===== config.mk =====
export PLATFORM = sky130hd
export DESIGN_NAME = lsu_ctrl_flat
export DESIGN_NICKNAME = d
export VERILOG_FILES = /design/src/rtl/lsu_pkg.sv /design/src/rtl/lsu_ctrl_if.sv /design/src/rtl/lsu_lane_align.sv /design/src/rtl/lsu_ctrl.sv /design/src/flat_wrapper.sv
export SDC_FILE = /design/constraint.sdc
export NUM_CORES = 1
export LEC_CHECK = 0
export BUFFER_PORTS_ARGS = -buffer_cell sky130_fd_sc_hd__buf_4
export CAP_MARGIN = 20
export CELL_PAD_IN_SITES_DETAIL_PLACEMENT = 1
export CELL_PAD_IN_SITES_GLOBAL_PLACEMENT = 2
export CORE_MARGIN = 1
export CORE_UTILIZATION = 30
export CTS_CLUSTER_DIAMETER = 50
export DETAILED_ROUTE_END_ITERATION = 8
export MAX_ROUTING_LAYER = met4
export PLACE_DENSITY_LB_ADDON = 0.1
export SETUP_SLACK_MARGIN = 0.05
export SLEW_MARGIN = 20
export SYNTH_ARGS = -nofsm -noshare
export SYNTH_HDL_FRONTEND = slang
export SYNTH_HIERARCHICAL = 1
export SYNTH_SLANG_ARGS = --single-unit

===== constraint.sdc =====
create_clock -name clk -period 2.7 [get_ports clk]
set_input_delay 0.135 -clock clk [delete_from_list [all_inputs] [get_ports clk]]
set_output_delay 0.135 -clock clk [all_outputs]
set_load 0.01 [all_outputs]

===== src/rtl/lsu_pkg.sv =====
// lsu_pkg: shared definitions for the load/store controller.
//   SZ_* access-size encodings carried on req_size
//   lsu_state_e controller states
//   AW_DEFAULT default memory word-address width
package lsu_pkg;

   localparam int unsigned AW_DEFAULT = 10;

   typedef enum logic [1:0] {
      SZ_BYTE = 2'd0,
      SZ_HALF = 2'd1,
      SZ_WORD = 2'd2,
      SZ_RSVD = 2'd3
   } lsu_size_e;

   typedef enum logic [2:0] {
      ST_IDLE,
      ST_RD,
      ST_RDW,
      ST_WR,
      ST_RESP
   } lsu_state_e;

endpackage


===== src/rtl/lsu_ctrl_if.sv =====
// lsu_ctrl_if: request/response handshake plus data-memory bus of lsu_ctrl.
//   req_*   : CPU request (valid/ready, we, size, sign, byte addr, wdata)
//   resp_*  : one-cycle completion pulse with load data and error flag
//   mem_*   : word-addressed memory strobes, address, write and read data
// Modports: master = CPU/memory side, slave = controller.
interface lsu_ctrl_if
   import lsu_pkg::*;
#(
   parameter int unsigned AW = AW_DEFAULT
);
   logic          req_valid;
   logic          req_ready;
   logic          req_we;
   logic [1:0]    req_size;
   logic          req_sign;
   logic [31:0]   req_addr;
   logic [31:0]   req_wdata;
   logic          resp_valid;
   logic [31:0]   resp_rdata;
   logic          resp_err;
   logic [AW-1:0] mem_addr;
   logic [31:0]   mem_din;
   logic          mem_write;
   logic          mem_read;
   logic [31:0]   mem_dout;

   modport master (
      output req_valid, req_we, req_size, req_sign, req_addr, req_wdata, mem_dout,
      input  req_ready, resp_valid, resp_rdata, resp_err,
             mem_addr, mem_din, mem_write, mem_read
   );

   modport slave (
      input  req_valid, req_we, req_size, req_sign, req_addr, req_wdata, mem_dout,
      output req_ready, resp_valid, resp_rdata, resp_err,
             mem_addr, mem_din, mem_write, mem_read
   );

endinterface


===== src/rtl/lsu_lane_align.sv =====
// lsu_lane_align: combinational little-endian lane handling.
//   size_i  access size (byte/half/word)
//   sign_i  sign-extend loads when 1
//   off_i   byte offset within the word (already aligned to size)
//   rword_i word read from memory
//   wdata_i right-justified store data
//   load_o  extracted and extended load result
//   merge_o rword_i with the store lane(s) replaced
module lsu_lane_align
   import lsu_pkg::*;
(
   input  lsu_size_e   size_i,
   input  logic        sign_i,
   input  logic [1:0]  off_i,
   input  logic [31:0] rword_i,
   input  logic [31:0] wdata_i,
   output logic [31:0] load_o,
   output logic [31:0] merge_o
);

   logic [7:0]  byte_v;
   logic [15:0] half_v;

   always_comb begin
      byte_v  = rword_i[{off_i, 3'b000} +: 8];
      half_v  = off_i[1] ? rword_i[31:16] : rword_i[15:0];
      load_o  = rword_i;
      merge_o = wdata_i;
      unique case (size_i)
         SZ_BYTE: begin
            load_o  = {{24{sign_i & byte_v[7]}}, byte_v};
            merge_o = rword_i;
            merge_o[{off_i, 3'b000} +: 8] = wdata_i[7:0];
         end
         SZ_HALF: begin
            load_o  = {{16{sign_i & half_v[15]}}, half_v};
            merge_o = rword_i;
            if (off_i[1]) merge_o[31:16] = wdata_i[15:0];
            else          merge_o[15:0]  = wdata_i[15:0];
         end
         default: begin
            load_o  = rword_i;
            merge_o = wdata_i;
         end
      endcase
   end

endmodule


===== src/rtl/lsu_ctrl.sv =====
// lsu_ctrl: load/store controller between CPU datapath and word-addressed
// data memory. One request at a time; sub-word stores are read-modify-write.
//   clk    rising-edge clock
//   rst_n  synchronous active-low reset
//   bus    lsu_ctrl_if.slave: req_*, resp_*, mem_* signals
// Optional build macro LSU_MISALIGN_TRAP_EN: misaligned half/word accesses
// complete immediately with resp_err=1 and no memory strobes. Without it the
// low address bits are cleared and the access proceeds.
module lsu_ctrl
   import lsu_pkg::*;
#(
   parameter int unsigned AW = AW_DEFAULT
)(
   input  logic        clk,
   input  logic        rst_n,
   lsu_ctrl_if.slave   bus
);

   lsu_state_e    state_q, state_d;
   logic          accept;
   logic          trap;
   lsu_size_e     size_n, size_q;
   logic [1:0]    off_n, off_q;
   logic          we_q, sign_q;
   logic [31:0]   wdata_q, mem_din_q, rdata_q;
   logic [31:0]   load_word, merge_word;
   logic [AW-1:0] mem_addr_q;
   logic          addr_hi_unused;

   assign addr_hi_unused = ^bus.req_addr[31:AW+2];

   // Reserved size behaves as a full word.
   assign size_n = (bus.req_size == SZ_RSVD) ? SZ_WORD : lsu_size_e'(bus.req_size);

   // Lane offset with misaligned low bits forced to zero.
   always_comb begin
      off_n = 2'b00;
      unique case (size_n)
         SZ_BYTE: off_n = bus.req_addr[1:0];
         SZ_HALF: off_n = {bus.req_addr[1], 1'b0};
         default: off_n = 2'b00;
      endcase
   end

`ifdef LSU_MISALIGN_TRAP_EN
   assign trap = ((size_n == SZ_HALF) && bus.req_addr[0]) ||
                 ((size_n == SZ_WORD) && (bus.req_addr[1:0] != 2'b00));
`else
   assign trap = 1'b0;
`endif

   always_ff @(posedge clk) begin
      if (!rst_n) state_q <= ST_IDLE;
      else        state_q <= state_d;
   end

   always_comb begin
      state_d        = state_q;
      accept         = 1'b0;
      bus.req_ready  = 1'b0;
      bus.mem_read   = 1'b0;
      bus.mem_write  = 1'b0;
      bus.resp_valid = 1'b0;
      unique case (state_q)
         ST_IDLE: begin
            bus.req_ready = 1'b1;
            if (bus.req_valid) begin
               accept = 1'b1;
               if (trap)                                state_d = ST_RESP;
               else if (bus.req_we && size_n == SZ_WORD) state_d = ST_WR;
               else                                     state_d = ST_RD;
            end
         end
         ST_RD: begin
            bus.mem_read = 1'b1;
            state_d      = ST_RDW;
         end
         ST_RDW:  state_d = we_q ? ST_WR : ST_RESP;
         ST_WR: begin
            bus.mem_write = 1'b1;
            state_d       = ST_RESP;
         end
         ST_RESP: begin
            bus.resp_valid = 1'b1;
            state_d        = ST_IDLE;
         end
         default: state_d = ST_IDLE;
      endcase
   end

   // Request latch and datapath. mem_addr/mem_din only move when a memory
   // access is about to happen, so they hold their last value while idle.
   always_ff @(posedge clk) begin
      if (!rst_n) begin
         we_q       <= 1'b0;
         sign_q     <= 1'b0;
         size_q     <= SZ_BYTE;
         off_q      <= 2'b00;
         wdata_q    <= '0;
         mem_addr_q <= '0;
         mem_din_q  <= '0;
         rdata_q    <= '0;
      end else begin
         if (accept) begin
            we_q    <= bus.req_we;
            sign_q  <= bus.req_sign;
            size_q  <= size_n;
            off_q   <= off_n;
            wdata_q <= bus.req_wdata;
            rdata_q <= '0;
            if (!trap) mem_addr_q <= bus.req_addr[AW+1:2];
            if (!trap && bus.req_we && size_n == SZ_WORD) mem_din_q <= bus.req_wdata;
         end
         if (state_q == ST_RDW) begin
            if (we_q) mem_din_q <= merge_word;
            else      rdata_q   <= load_word;
         end
      end
   end

`ifdef LSU_MISALIGN_TRAP_EN
   logic err_q;
   always_ff @(posedge clk) begin
      if (!rst_n)      err_q <= 1'b0;
      else if (accept) err_q <= trap;
   end
   assign bus.resp_err = err_q;
`else
   assign bus.resp_err = 1'b0;
`endif

   lsu_lane_align u_align (
      .size_i  (size_q),
      .sign_i  (sign_q),
      .off_i   (off_q),
      .rword_i (bus.mem_dout),
      .wdata_i (wdata_q),
      .load_o  (load_word),
      .merge_o (merge_word)
   );

   assign bus.mem_addr   = mem_addr_q;
   assign bus.mem_din    = mem_din_q;
   assign bus.resp_rdata = rdata_q;

endmodule


===== src/flat_wrapper.sv =====
// flat-port wrapper written by rule: the top's interface ports become plain ports
module lsu_ctrl_flat import lsu_pkg::*;
#(
   parameter int unsigned AW = AW_DEFAULT
)
  (clk, rst_n, bus_req_valid, bus_req_we, bus_req_size, bus_req_sign, bus_req_addr, bus_req_wdata, bus_mem_dout, bus_req_ready, bus_resp_valid, bus_resp_rdata, bus_resp_err, bus_mem_addr, bus_mem_din, bus_mem_write, bus_mem_read);
  lsu_ctrl_if #(.AW(AW)) bus_i ();
  input  logic clk;
  input  logic rst_n;
  input wire logic [$bits(bus_i.req_valid)-1:0] bus_req_valid;
  input wire logic [$bits(bus_i.req_we)-1:0] bus_req_we;
  input wire logic [$bits(bus_i.req_size)-1:0] bus_req_size;
  input wire logic [$bits(bus_i.req_sign)-1:0] bus_req_sign;
  input wire logic [$bits(bus_i.req_addr)-1:0] bus_req_addr;
  input wire logic [$bits(bus_i.req_wdata)-1:0] bus_req_wdata;
  input wire logic [$bits(bus_i.mem_dout)-1:0] bus_mem_dout;
  output wire logic [$bits(bus_i.req_ready)-1:0] bus_req_ready;
  output wire logic [$bits(bus_i.resp_valid)-1:0] bus_resp_valid;
  output wire logic [$bits(bus_i.resp_rdata)-1:0] bus_resp_rdata;
  output wire logic [$bits(bus_i.resp_err)-1:0] bus_resp_err;
  output wire logic [$bits(bus_i.mem_addr)-1:0] bus_mem_addr;
  output wire logic [$bits(bus_i.mem_din)-1:0] bus_mem_din;
  output wire logic [$bits(bus_i.mem_write)-1:0] bus_mem_write;
  output wire logic [$bits(bus_i.mem_read)-1:0] bus_mem_read;
  assign bus_i.req_valid = bus_req_valid;
  assign bus_i.req_we = bus_req_we;
  assign bus_i.req_size = bus_req_size;
  assign bus_i.req_sign = bus_req_sign;
  assign bus_i.req_addr = bus_req_addr;
  assign bus_i.req_wdata = bus_req_wdata;
  assign bus_i.mem_dout = bus_mem_dout;
  assign bus_req_ready = bus_i.req_ready;
  assign bus_resp_valid = bus_i.resp_valid;
  assign bus_resp_rdata = bus_i.resp_rdata;
  assign bus_resp_err = bus_i.resp_err;
  assign bus_mem_addr = bus_i.mem_addr;
  assign bus_mem_din = bus_i.mem_din;
  assign bus_mem_write = bus_i.mem_write;
  assign bus_mem_read = bus_i.mem_read;
  lsu_ctrl #(.AW(AW)) u_core (.clk(clk), .rst_n(rst_n), .bus(bus_i));
endmodule

Yosys cells after proc, flatten, opt, wreduce, memory -nomap -nowiden
Index checks and enable logic that the tools add are counted.
{ "word_totals": {"ff_bits": 115, "out_inout_bits": 79, "elab_cells": 53, "inputBits": 103} }
{ "op_classes": {"bitwise_logic": 2, "n_shift": 3, "n_mux": 25, "add_sub_neg": 1, "eq_ne": 9, "reduce_logical": 4} }
{ "op_table": {"columns": ["cell", "n"], "rows": [
  ["two-way mux 32 bit", 7],
  ["case mux 32 bit (2 select lines)", 2],
  ["two-way mux 16 bit", 3],
  ["bitwise mux 32 bit", 1],
  ["variable shift 8 x 7 -> 32 bit (first input constant)", 1],
  ["indexed part select 32 x 6 -> 8 bit", 1],
  ["indexed part select 8 x 7 -> 32 bit", 1],
  ["case mux 3 bit (4 select lines)", 1],
  ["negation 5 -> 7 bit", 1],
  ["== test 3 x 2 -> 1 bit (second input constant)", 2],
  ["two-way mux 1 bit", 6],
  ["two-way mux 3 bit", 2],
  ["== test 2 x 1 -> 1 bit (second input constant)", 2],
  ["== test 2 bit (second input constant)", 2],
  ["zero test 2 bit", 2],
  ["two-way mux 2 bit", 2],
  ["case mux 2 bit (2 select lines)", 1],
  ["== test 3 x 1 -> 1 bit (second input constant)", 1],
  ["== test 3 bit (second input constant)", 1],
  ["zero test 3 bit", 1],
  ["AND 1 bit", 2],
  ["!= test 2 bit (second input constant)", 1],
  ["logical AND 1 bit", 1]
]} }

Logic depth before layout (Yosys ltp)
Gate-level depths: netlist of run 1.
{ "depth": {"ltp_word": 8, "ltp_mapped": 10, "depth_no_buf": 8} }

Hierarchy
The synthesis of run 1 kept the hierarchy.
{ "modules_own_cells": {"columns": ["module", "area_each_um2", "instances", "cells_per_inst"], "rows": [
  ["lsu_ctrl", 4838.4, 1, 562],
  ["lsu_lane_align", 1526.5, 1, 234]
]} }

Least setup slack after synthesis of run 1
No wires, ideal clock.
{ "synth_timing": {"path_type": "register to register", "start": "register u_core.off_q[1]", "end": "register u_core.mem_din_q[20], in the netlist u_core/bus.mem_din[20]", "arrival_time_ps": 2042, "t_required_ps": 2626, "path_buffers": 2, "stages_incl_launch_ff": 11, "period_less_slack_ps": 2117, "path_slack_ps": 583, "setup_time_ps": 74, "path_cell_list": "dfxtp_1 > buf_2 > buf_4 > inv_1 > ha_1 > nand2b_1 > nor3b_2 > nand2_1 > a32oi_1 > o21ai_0 > a31oi_1"} }
{ "synth_via": {"elab_chain_cells": 6} }
{ "synth_lines": {"columns": ["element", "line_no", "source"], "rows": [
  ["start: declaration", "lsu_ctrl.sv:23", "logic [1:0] off_n, off_q;"],
  ["start signal: assignment", "lsu_ctrl.sv:108", "off_q <= off_n;"],
  ["negation 5 -> 7 bit", "lsu_lane_align.sv:33", "merge_o[{off_i, 3'b000} +: 8] = wdata_i[7:0];"],
  ["indexed part select 8 x 7 -> 32 bit / variable shift 8 x 7 -> 32 bit (equally long branches)", "lsu_lane_align.sv:33", null],
  ["bitwise mux 32 bit", "lsu_lane_align.sv:33", null],
  ["case mux 32 bit (2 select lines) *", "lsu_lane_align.sv:29", "unique case (size_i)"],
  ["named net u_core.merge_word[20]", "lsu_ctrl.sv:26", "logic [31:0] load_word, merge_word;"],
  ["two-way mux 32 bit *", "lsu_ctrl.sv:115", "if (we_q) mem_din_q <= merge_word;"],
  ["two-way mux 32 bit *", "lsu_ctrl.sv:114", "if (state_q == ST_RDW) begin"],
  ["end signal: assignment", "lsu_ctrl.sv:112", "if (!trap && bus.req_we && size_n == SZ_WORD) mem_din_q <= bus.req_wdata;"],
  ["end signal: assignment", "lsu_ctrl.sv:115", null],
  ["end: declaration", "lsu_ctrl.sv:25", "logic [31:0] wdata_q, mem_din_q, rdata_q;"]
]} }
Mark *: on every way through the listed nets, which the timed path passes. The rest lies on a longest branch.
A chain may end at the register's enable or synchronous reset.

Worst setup path after layout of run 1
{ "layout_timing": {"start": "register u_core.off_q[1]", "end": "register u_core.mem_din_q[23], in the netlist u_core/bus.mem_din[23]"} }
Same word-level chain as after synthesis.

==> results of run 1 <==
==> where the power goes <==
part	total [mW]	leakage, nW	internal [mW]	switching [mW]
Combinational	1.09	2.13	0.460	0.631
Sequential	1.89	0.936	1.80	0.0936
Clock	2.24	0.275	1.38	0.865
Total	5.23	3.34	3.64	1.59
==> final timing paths <==
kind / endpoint / slack, ps / depth (start not counted) / startpoint
worst max-delay path: u_core/bus.mem_din[23] / 440 / 8 / u_core/off_q[1]
worst max register to register: u_core/bus.mem_din[23] / 440 / 8 / u_core/off_q[1]
worst min register to register: u_core/bus.mem_addr[6] / 460 / 2 / u_core/bus.mem_addr[6]
worst min-delay path: u_core/wdata_q[3] / 10 / 3 / bus_req_wdata[3]
==> logic make-up after synthesis <==
logic type,count (synthesis),share of synthesized area [%]
other cells,1,0.0589
fa+ha+maj,5,0.983
mux,13,2.18
simple gates,297,22.9
buf+inv,88,7.47
flops,115,36.2
compound gates,277,30.3
==> timing repair <==
item                       4_1_cts  5_1_grt
hold buffers                    45        0
setup endpoints to repair        0        0
hold endpoints to repair        52        0
==> critical path, delay by kind of cell, from the launching register on <==
| kind | cells | cell delay (ps) |
|---|---|---|
| compound gates | 3 | 500 |
| fa+ha+maj | 1 | 410 |
| buf+inv | 1 | 200 |
| flops | 1 | 420 |
| simple gates | 3 | 650 |
==> final cells by class <==
cell class	instances	area, µm²	share of cell area, %
Timing Repair Buffer	226	1840	21.1
Inverter	14	52.6	0.603
Tap cell	270	338	3.88
Sequential cell	115	2300	26.4
Clock buffer	19	443	5.08
Multi-Input combinational cell	593	3600	41.3
Clock inverter	13	136	1.56
==> routing by layer <==
| metal | part of all wire, % | up-vias | routed length (µm) | GRT usage (%) |
|---|---|---|---|---|
| li1 | - | 3186 | - | - |
| met1 | 47 | 3219 | 11500 | 30.0 |
| met2 | 46 | 170 | 11200 | 36.5 |
| met3 | 4.4 | 30 | 1060 | 3.40 |
| met4 | 2.3 | 0 | 565 | 8.61 |
| met5 | 0 | - | 0 | - |
==> synth_stat cells (6+ instances only) <==
cell	n
mux2_2	7
a22o_1	10
o21ai_0	75
a221oi_1	7
buf_6	15
a21oi_2	11
nor2_1	8
nand2b_1	6
dfxtp_1	115
a221o_1	16
clkbuf_1	39
mux2i_1	6
a222oi_1	7
inv_1	14
o21ai_1	7
a2bb2oi_1	7
a21boi_1	75
nand3_2	21
a21boi_0	6
nand2_1	190
a31oi_1	32
buf_2	17
nand3_1	44
a21oi_1	12
==> sequential cells by signal, indices dropped and copies added, names as in the netlist <==
register	flops
u_core/state_q	3
u_core/bus.resp_rdata	32
u_core/size_q	2
u_core/sign_q	1
u_core/we_q	1
u_core/wdata_q	32
u_core/bus.mem_addr	10
u_core/bus.mem_din	32
u_core/off_q	2
==> stage by stage <==
step,hold WS [ps],util [%]
after floorplan,270,-
after global routing,17.1,42.5
after detailed placement,395,37.4
after CTS,9.90,42.4
after global placement,385,37.4
final,13.1,42.5
==> metrics.md, run 1 <==
| Metric | Value |
|---|---|
| Post-synthesis cell area | `around 6400 µm²` |
| DRT iter0 DRCs | `between 500 and 600` |
| Htree depth | `4` |
| Yosys cell types | `50` |
| Core area | `a little over 20000 µm²` |
| Syn nets | `between 900 and 1000` |
| Sinks on the clock net | `~120` |
| Post-cts repair resize count | `0` |
| Postcts setup bufs | `0` |
| DRC viols | `0` |
| Most frequent cells in the layout | `nand2_1 (190), buf_4 (178), dfxtp_1 (115), a21boi_1 (75), o21ai_0 (75)` |
| Max-cap violation count | `0` |
| Top_reg_cell synth | `dfxtp_1` |
| DP Worst Slack | `462 ps` |
| Worst Hold Class | `in2reg` |
| Clock Path Buffers | `2` |
| CTS clk-pin slew, worst paths | `60 ps` |
| Sequential share of the synthesized area | `a little over a third` |
| EDFF count, synth | `0` |
| Final Instance Area | `between 8000 and 9000 µm²` |
| N_diodes | `0` |
| First-pass GRT wire length | `37.8 mm` |
| Total power draw | `roughly 5.2 mW` |
| Inserted Clock Buffers | `17` |
| I/O pins | `around 180` |
| Worst Tran Pin Value | `approximately 700 ps` |
| Total number of vias | `6605` |
| Die Ht | `148 µm` |
| Layout area overhead | `36.9%` |
| Max-slew headroom | `53.5%` |
| Tcrit/Tclk final | `a little over four fifths` |
| Startpoint class of the critical path | `register` |
| First-pass detailed-route iteration total | `5` |
| Max FO, Critical Path | `7` |
| Post-DRT Antenna Nets | `0` |
| Yosys reg bits | `~120` |
| GRT Util Overall | `between 20% and 30%` |
| Core Rows | `between 50 and 60` |
| Placement Cell Area | `approximately 7700 µm²` |
| Crit path kind | `reg2reg` |
| Cell accounting for the most synthesized area | `dfxtp_1` |
| Max Transition Viols Final | `0` |
| Critical Path End Type | `register` |
| Worst skew pair latency | `approximately 420 ps` |
| Maximum VDD drop | `365 µV` |
| Clock root buffer | `clkbuf_16` |
| Port bufs | `160` |
| Die W | `148 µm` |
| TritonCTS clock tree | `built` |
| Share of layout cells above drive strength 1 | `between 20 and 30%` |
| LEAKAGE | `3.34 nW` |
| Worst path cell trace | `inv_1 > ha_1 > nand2b_1 > nor3b_2 > nand2_1 > a2bb2oi_1 > o21ai_0 > a31oi_1` |
| Clk_skew | `approximately 6.3 ps` |
| Die Area | `about 22000 µm²` |
| Gr ovfl total | `0` |
| Slowest CP cell | `dfxtp_1` |
| Worst endpoint required time | `~3000 ps` |
| Initial antenna violation count | `0` |
| Placed insts | `between 1000 and 1500` |
| Final WL | `roughly 24 mm` |
| Post-synthesis cell count | `slightly below 800` |
| Area contributors post-synth | `dfxtp_1 (36%), nand2_1 (11%), a21boi_1 (8.8%)` |
| Fin nets | `roughly 1100` |
| Fin. Hold Viols | `0` |
| DR vias/cell | `5.28` |
| YS warnings | `6` |
| Unrepaired setup endpoints after global routing | `false` |
| Crit path DAT | `between 2000 and 3000 ps` |
| Post-synth ARST share | `0%` |
| Non-Filler Instances | `between 1000 and 1500` |
| Max Fclk | `approximately 440 MHz` |
| Most common cell after layout, fill and taps aside | `nand2_1` |
| P per Cell Area | `around 600 nW/µm²` |
| Vias in the first global route | `about 6700` |
| Routability Congestion | `a little over 0.9` |
| Largest net degree at the start of global routing | `81` |
| Tmin final | `2260 ps` |
| Wire per inst | `slightly below 20 µm` |
| Yosys top cell area share | `36.2%` |
| Status | `completed` |
| Setup Viol. Count Final | `0` |
| Setup ws final | `between 400 and 500 ps` |
| Setup TNS | `0 ps` |
| Initial cell density of the core | `31.1%` |
| Post-DP HPWL | `between 15 and 20 mm` |
| Number of fill cells | `approximately 2500` |
| Synth Area per Inst | `around 8.0 µm²` |
| CP peak stage delay | `about 420 ps` |
Power figures use the tool's default switching activity.
==> run 2, diff against run 1 <==
Settings changed: CORE_UTILIZATION 30 to 27.
Clock period 2.7 ns to 2.05 ns, I/O delays scaled along.
==> metrics.md, run 2 (synthesis results as in run 1) <==
| Metric | Value |
|---|---|
| DR vias/cell | `5.14 (-2.8%)` |
| Final Instance Area | `9170 µm² (+5.3%)` |
| Crit path kind | `reg2reg` |
| Share of layout cells above drive strength 1 | `30.1% (+3.2 points)` |
| Register area | `2300 µm² (+0.11%)` |
| Gr ovfl total | `0 (unchanged)` |
| Net load switching power | `2.20 mW (+38%)` |
| Die Ht | `156 µm (+5.3%)` |
| CP peak stage delay | `410 ps (about the same)` |
| Max-slew headroom | `62.8% (+9.3 points)` |
| Combinational share of power | `21.6% (+0.7 points)` |
| Max-cap violation count | `0 (unchanged)` |
| Most used cell, CP | `buf_4` |
| Die Area | `24200 µm² (+11%)` |
| First-pass detailed-route iteration total | `5 (unchanged)` |
| Initial antenna violation count | `0 (unchanged)` |
| Critical Path End Type | `register` |
| Sinks on the clock net | `115 (unchanged)` |
| Worst skew pair latency | `420 ps (about the same)` |
| Share of total power in the clock network | `44.5% (+1.6 points)` |
| Initial cell density of the core | `27.9% (-3.2 points)` |
| Slowest CP cell | `dfxtp_2` |
| LEAKAGE | `3.57 nW (+6.7%)` |
| DRT iter0 DRCs | `420 (-19%)` |
| Htree depth | `4 (unchanged)` |
| Final WL | `25.7 mm (+6.1%)` |
| GRT Util Overall | `22.1% (-1.1 points)` |
| DP Worst Slack | `-148 ps (-610 ps)` |
| Largest net degree at the start of global routing | `76 (-6.2%)` |
| P per Cell Area | `795 nW/µm² (+33%)` |
| Total number of vias | `6802 (+3.0%)` |
| DRC viols | `0 (unchanged)` |
| Port bufs | `160 (unchanged)` |
| Number of fill cells | `2726 (+10%)` |
| Clk_skew | `10.4 ps (+4.17 ps)` |
| Core area | `22800 µm² (+11%)` |
| Placement Cell Area | `7960 µm² (+3.7%)` |
| Fin. Hold Viols | `0 (unchanged)` |
| Tmin final | `1940 ps (-313 ps)` |
| Max FO, Critical Path | `11 (+4)` |
| Worst Tran Pin Value | `558 ps (-139 ps)` |
| I/O pins | `182 (unchanged)` |
| Multi-input gate area | `3690 µm² (+2.4%)` |
| Max Used Layer | `met4` |
| Startpoint class of the critical path | `register` |
| Post-DRT Antenna Nets | `0 (unchanged)` |
| CP top delay family | `compound AO/OA/AOI/OAI gates` |
| Status | `completed` |
| Clock root buffer | `clkbuf_16` |
| Maximum VDD drop | `491 µV (+35%)` |
| Wire per inst | `19.4 µm (+0.12%)` |
| Inserted Clock Buffers | `17 (unchanged)` |
| Worst Hold Class | `in2reg` |
| Most common cell after layout, fill and taps aside | `buf_4` |
| Met2 wire len | `12.0 mm (+7.1%)` |
| Most frequent cells in the layout | `buf_4 (204), nand2_1 (190), dfxtp_1 (113), a21boi_1 (75), o21ai_0 (73)` |
| Fin nets | `1106 (+2.9%)` |
| Core Rows | `55 (+5.8%)` |
| Met1 Wirelength | `11.9 mm (+4.2%)` |
| Max Transition Viols Final | `0 (unchanged)` |
| Post-DP HPWL | `18.1 mm (+5.2%)` |
| TritonCTS clock tree | `built` |
| N_diodes | `0 (unchanged)` |
| Flop pwr share | `33.9% (-2.3 points)` |
| Unrepaired setup endpoints after global routing | `true` |
| Clock Path Buffers | `2 (unchanged)` |
| Worst path cell trace | `buf_4 > mux2_2 > a221oi_1 > buf_4 > a2bb2oi_1 > o21ai_0 > a31oi_1` |
| Setup ws final | `108 ps (-337 ps)` |
| Layout area overhead | `44.1%` |
| Worst endpoint required time | `2340 ps (-700 ps)` |
| Routability Congestion | `0.857 (-7.2%)` |
| Setup Viol. Count Final | `0 (unchanged)` |
| First-pass GRT wire length | `39.6 mm (+4.6%)` |
| Critical path buffer and inverter count | `2 (+1)` |
| Max Fclk | `515 MHz (+16%)` |
| Post-layout util | `40.2% (-2.4 points)` |
| Met3 WL | `1.34 mm (+27%)` |
| Vias in the first global route | `6886 (+3.3%)` |
| Tcrit/Tclk final | `94.7% (+11 points)` |
| Crit path DAT | `2230 ps (-370 ps)` |
| CTS clk-pin slew, worst paths | `60 ps (about the same)` |
| Cell-internal power | `5.10 mW (+40%)` |
| Die W | `156 µm (+5.3%)` |
| Sw frac | `30.1% (-0.34 points)` |
run 2: cell types whose count changed in the layout (fill, tap and decap cells not counted), sizes merged:
cell,delta
inv,+1
buf,+27
dlygate4sd3,+4
clkinvlp,-2
bufinv,+2
clkbuf,-1
run 2: through the flow:
stage	hold slack (ps)	total power [mW]	cells	TNS [ps]
detailed placement	361	4.00	1240	-847
global route	109	7.63	1324	0
finish	98.0	7.30	1324	0
global placement	351	3.97	1240	-458
CTS	79.9	7.37	1323	0
floorplan	237	3.37	796	0
run 2: cell type report:
type	count	share of cell area [%]
tap	313	4.27
timing repair buffer	257	22.9
clock buffer	18	4.68
clock inverter	14	2.21
sequential	115	25.1
inverter	14	0.614
multi-input combinational	593	40.2
run 2: final timing paths:
check                                                  to  slack (ps)  cells after the start             start
worst min-delay path            u_core/bus.resp_rdata[20]         100                      5  bus_mem_dout[20]
worst max-delay path               u_core/bus.mem_din[19]         110                      7   u_core/off_q[1]
worst max register to register     u_core/bus.mem_din[19]         110                      7   u_core/off_q[1]
worst min register to register              u_core/sign_q         460                      2     u_core/sign_q
run 2: power by group through the flow:
stage | Combinational [mW] | Clock, mW | Sequential [mW]
after global routing | 1.71 | 3.43 | 2.49
after global placement | 1.46 | 0 | 2.51
after CTS | 1.57 | 3.33 | 2.47
after detailed placement | 1.48 | 0 | 2.52
final | 1.58 | 3.25 | 2.47
after floorplan | 0.858 | 0 | 2.51
run 2: timing repair:
action,in CTS,in global routing
pin swaps,0,1
hold buffers,49,0
endpoints found under the setup margin,24,47
gates resized for setup,8,11
hold endpoints to repair,81,0
setup buffers,2,1
run 2: worst reg2reg max path, delay by kind of cell, from the launching register on:
kind / cells / cell delay (ps)
mux: 1 / 350
buf+inv: 2 / 410
compound gates: 4 / 660
flops: 1 / 410
run 2: per-layer routing:
metal / GRT usage [%] / vias up
li1: - / 3241
met4: 7.52 / 0
met3: 3.83 / 29
met1: 28.4 / 3323
met5: - / -
met2: 35.0 / 209
